`config.mk`:
```
export PLATFORM = sky130hd
export DESIGN_NAME = pipe_stage_skid
export DESIGN_NICKNAME = d
export VERILOG_FILES = /design/src/rtl/pipe_stage_skid.sv
export SDC_FILE = /design/constraint.sdc
export NUM_CORES = 1
export LEC_CHECK = 0
export ABC_AREA = 1
export ABC_CLOCK_PERIOD_IN_PS = 2050
export CAP_MARGIN = 40
export CORE_UTILIZATION = 40
export DETAILED_ROUTE_END_ITERATION = 10
export GPL_TIMING_DRIVEN = 1
export HOLD_SLACK_MARGIN = 0.08
export MAX_ROUTING_LAYER = met4
export PLACE_DENSITY = 0.66
export REMOVE_ABC_BUFFERS = 1
export SYNTH_ARGS = -nofsm -noshare
export SYNTH_HDL_FRONTEND = slang
export SYNTH_SLANG_ARGS = --single-unit
```
`constraint.sdc`:
```
create_clock -name clk_i -period 2.05 [get_ports clk_i]
set_input_delay 0.41 -clock clk_i [delete_from_list [all_inputs] [get_ports clk_i]]
set_output_delay 0.41 -clock clk_i [all_outputs]
set_load 0.01 [all_outputs]
```
`src/rtl/pipe_stage_skid.sv`:
```
// Pipeline-stage register with a valid/ready handshake and a 2-entry skid buffer, plus flush and stall.
// Define PIPE_STAGE_PERF_EN to add the saturating stall-cycle counter on stall_cnt_o.
module pipe_stage_skid #(
  parameter int unsigned CTRL_W = 4,
  parameter int unsigned DATA_W = 69,
  parameter int unsigned CNT_W  = 16
) (
  input  logic              clk_i,
  input  logic              rst_n_i,
  input  logic              stall_i,
  input  logic              flush_i,
  input  logic              valid_i,
  output logic              ready_o,
  input  logic [CTRL_W-1:0] ctrl_i,
  input  logic [DATA_W-1:0] data_i,
  output logic              valid_o,
  input  logic              ready_i,
  output logic [CTRL_W-1:0] ctrl_o,
  output logic [DATA_W-1:0] data_o
`ifdef PIPE_STAGE_PERF_EN
  ,
  output logic [CNT_W-1:0]  stall_cnt_o
`endif
);

  logic              main_v_q, main_v_d;
  logic [CTRL_W-1:0] main_ctrl_q, main_ctrl_d;
  logic [DATA_W-1:0] main_data_q, main_data_d;
  logic              skid_v_q, skid_v_d;
  logic [CTRL_W-1:0] skid_ctrl_q, skid_ctrl_d;
  logic [DATA_W-1:0] skid_data_q, skid_data_d;

  logic in_fire;
  logic out_fire;

  // ready_o depends only on stored state, breaking the ready_i -> ready_o path
  assign ready_o  = !skid_v_q;
  assign in_fire  = valid_i && ready_o;
  assign out_fire = main_v_q && ready_i && !stall_i;

  assign valid_o = main_v_q;
  assign ctrl_o  = main_v_q ? main_ctrl_q : '0;
  assign data_o  = main_data_q;

  always_comb begin
    main_v_d    = main_v_q;
    main_ctrl_d = main_ctrl_q;
    main_data_d = main_data_q;
    skid_v_d    = skid_v_q;
    skid_ctrl_d = skid_ctrl_q;
    skid_data_d = skid_data_q;
    if (flush_i) begin
      main_v_d    = 1'b0;
      skid_v_d    = 1'b0;
      main_ctrl_d = '0;
      skid_ctrl_d = '0;
    end else if (!main_v_q || out_fire) begin
      if (skid_v_q) begin
        main_v_d    = 1'b1;
        main_ctrl_d = skid_ctrl_q;
        main_data_d = skid_data_q;
        skid_v_d    = 1'b0;
      end else begin
        main_v_d = in_fire;
        if (in_fire) begin
          main_ctrl_d = ctrl_i;
          main_data_d = data_i;
        end
      end
    end else if (in_fire) begin
      skid_v_d    = 1'b1;
      skid_ctrl_d = ctrl_i;
      skid_data_d = data_i;
    end
  end

  always_ff @(posedge clk_i or negedge rst_n_i) begin
    if (!rst_n_i) begin
      main_v_q    <= 1'b0;
      main_ctrl_q <= '0;
      main_data_q <= '0;
      skid_v_q    <= 1'b0;
      skid_ctrl_q <= '0;
      skid_data_q <= '0;
    end else begin
      main_v_q    <= main_v_d;
      main_ctrl_q <= main_ctrl_d;
      main_data_q <= main_data_d;
      skid_v_q    <= skid_v_d;
      skid_ctrl_q <= skid_ctrl_d;
      skid_data_q <= skid_data_d;
    end
  end

`ifdef PIPE_STAGE_PERF_EN
  logic [CNT_W-1:0] stall_cnt_q, stall_cnt_d;

  always_comb begin
    stall_cnt_d = stall_cnt_q;
    if (main_v_q && !out_fire && !flush_i && (stall_cnt_q != '1)) begin
      stall_cnt_d = stall_cnt_q + CNT_W'(1);
    end
  end

  always_ff @(posedge clk_i or negedge rst_n_i) begin
    if (!rst_n_i) begin
      stall_cnt_q <= '0;
    end else begin
      stall_cnt_q <= stall_cnt_d;
    end
  end

  assign stall_cnt_o = stall_cnt_q;
`endif

endmodule

```
==> reports/metrics.yaml <==
netlist_area_mm2: 0.006599
drt_first_iter_violations: 413
end_kind: "output port"
grt_max_degree: 74
postSynthAreaPerCell_um2: 8.694
crit_buf_inv: 2
final_layout_size_suffix_gt1_frac: 0.1267
status: "finished clean"
slew_viol_final: 0
hold_class: "flop to flop"
wl_mm: 17.58
fin_tns_setup_ns: 0
worstPathArrival_ns: 1.56
cts_buffers: 17
crit_path_start_kind: "flop"
critPathSlowestCell: "clkdlybuf4s50_1"
cp_slowest_stage_delay_ns: 0.53
yosysUniqueCellTypes: 18
setup_ws_ns: 0.08396
antenna_found_initial: 0
leakage_nw: 4.303
grt_pass1_wl_mm: 28.71
multi_input_area_mm2: 0.002595
rows: 46
syn_inst: 759
layout_common_cells: "nand2_1, clkdlybuf4s50_1, dfrtp_1"
max_clock_freq_mhz: 508.6
cts_max_level: 4
cts_tree: "done"
setup_viol: 0
avgRoutedWirePerCell_um: 15.64
clock-sinks: 148
critPathMaxFanout: 2
cap_viol_max_count: 0
worst_pin_slew_ns: 0.4748
num-nets-final: 974
start_util: 0.4124
p_per_area_mw_per_mm2: 1010
ios: 154
die_height_um: 130.4
finalHoldViolCount: 0
synth_sequential_area_ratio: 0.5612
first_pass_iters: 4
grt_pass1_vias: 5463
die_area_mm2: 0.01701
period_share: 0.9590
dpl_worst_slack_ns: 0.1042
gp_congestion: 0.7769
seq_area_mm2: 0.003709
yosys_warnings: 0
relSlewSlack: 0.6835
clkTransAtPathRegs_ns: 0.06
final_common_cell: "nand2_1"
port_buffers: 153
critPathTopFamily: "buffers and inverters"
num_vias: 5688
diodes: 0
nFillCells: 1502
required_ns: 1.64
area_delta_synth_final_pct: 37.68
die_w_um: 130.4
synth_seq_cells: 148
rsz0062_at_grt: "no"
antenna_left: 0
grtUsageTotal: 0.2262
peakVddDrop_uv: 552.8
path_class: "flop to output port"
drc_errors: 0
clk_latency_ns: 0.42
place_hpwl_mm: 10.74
fin_crit_ns: 1.966
ctsRootBufferMaster: "clkbuf_16"
overflow: 0
path_cells: "inv_2 -> clkdlybuf4s50_1"
detail_route.vias_per_cell: 5.060
skew_ns: 0.006314
clk_path_buf_depth: 2
core_mm2: 0.01600
[report_power, final]
group          switching (mW)  total (mW)  internal [mW]
logic                   0.917        1.91          0.997
clock network            1.17        3.37           2.20
registers               0.336        3.90           3.56
[metrics by stage]
stage / instances / hold WS, ns / instance area, um^2 / utilization / power, mW
finish: 1124 / 0.4641 / 9085 / 0.5678 / 9.176
global route: 1124 / 0.4790 / 9085 / 0.5678 / 9.681
CTS: 1124 / 0.4679 / 9084 / 0.5677 / 9.274
detailed placement: 1090 / 0.3626 / 8417 / 0.5260 / 5.868
global placement: 1090 / 0.3652 / 8417 / 0.5260 / 5.816
floorplan: 698 / 0.1144 / 6316 / - / 4.719
[layout make-up]
cell class / count / area share
timing repair buffer: 178 / 0.2007
tap: 216 / 0.02975
sequential: 148 / 0.4082
multi-input combinational: 539 / 0.2856
inverter: 11 / 0.004545
clock buffer: 24 / 0.05523
clock inverter: 8 / 0.01598
[worst register-to-register path: stages (launching register included)]
cell and delay [ns]:
dfrtp_4 0.51, buf_4 0.23, buf_4 0.28, or2_2 0.35, o21ai_0 0.10, o21ai_0 0.10
[logic make-up after synthesis]
group / Yosys count / share of synthesized area
DFF: 148 / 0.5612
buffers and inverters: 72 / 0.04911
and+or+nand+nor: 399 / 0.2829
AOI/OAI and AO/OA: 140 / 0.1068
[Yosys cell counts (all sizes together)]
| library cell | count | area (um^2) |
|---|---|---|
| nand2 | 249 | 934.7 |
| dfrtp | 148 | 3704 |
| o21ai | 139 | 695.7 |
| nand4 | 70 | 444.2 |
| or2 | 69 | 431.7 |
| buf | 32 | 173.9 |
| clkbuf | 29 | 108.9 |
| inv | 11 | 41.29 |
| nand3 | 6 | 30.03 |
| nor2 | 5 | 26.27 |
| a21oi | 1 | 8.760 |
[state kept, by name, indices dropped and copies added (netlist names)]
register and flops:
skid_data_q 69, skid_v_q 1, skid_ctrl_q 4, main_ctrl_q 4
data_o 69, valid_o 1
[layer usage]
metal | global-route usage | vias up | wire length, um
met2 | 0.3470 | 150 | 8228
met3 | 0.04275 | 19 | 956
met1 | 0.3037 | 2724 | 8169
met5 | - | - | 0
met4 | 0.07235 | 0 | 227
li1 | - | 2795 | -
[repair_timing]
| item | in CTS | in global routing |
|---|---|---|
| buffers inserted | 1 | 0 |
| hold buffers | 1 | 0 |
| resized for setup | 1 | 1 |
| endpoints found under the setup margin | 1 | 3 |
| hold endpoints to repair | 39 | 0 |
[final timing paths]
| kind | from | end | slack, ns | cells past startpoint |
|---|---|---|---|---|
| worst max-delay path | skid_v_q$_DFFE_PN0P_ | ready_o | 0.08 | 2 |
| worst min-delay path | skid_data_q[53]$_DFFE_PN0P_ | skid_data_q[53]$_DFFE_PN0P_ | 0.46 | 2 |
| worst max register to register | skid_v_q$_DFFE_PN0P_ | data_o[2]$_DFFE_PN0P_ | 0.35 | 5 |
| worst min register to register | skid_data_q[53]$_DFFE_PN0P_ | skid_data_q[53]$_DFFE_PN0P_ | 0.46 | 2 |
| max in group asynchronous | rst_n_i | main_ctrl_q[1]$_DFFE_PN0P_ | 0.95 | 3 |
| min in group asynchronous | rst_n_i | skid_data_q[66]$_DFFE_PN0P_ | 0.47 | 2 |
Note: power is estimated with default switching activity, not from simulation.
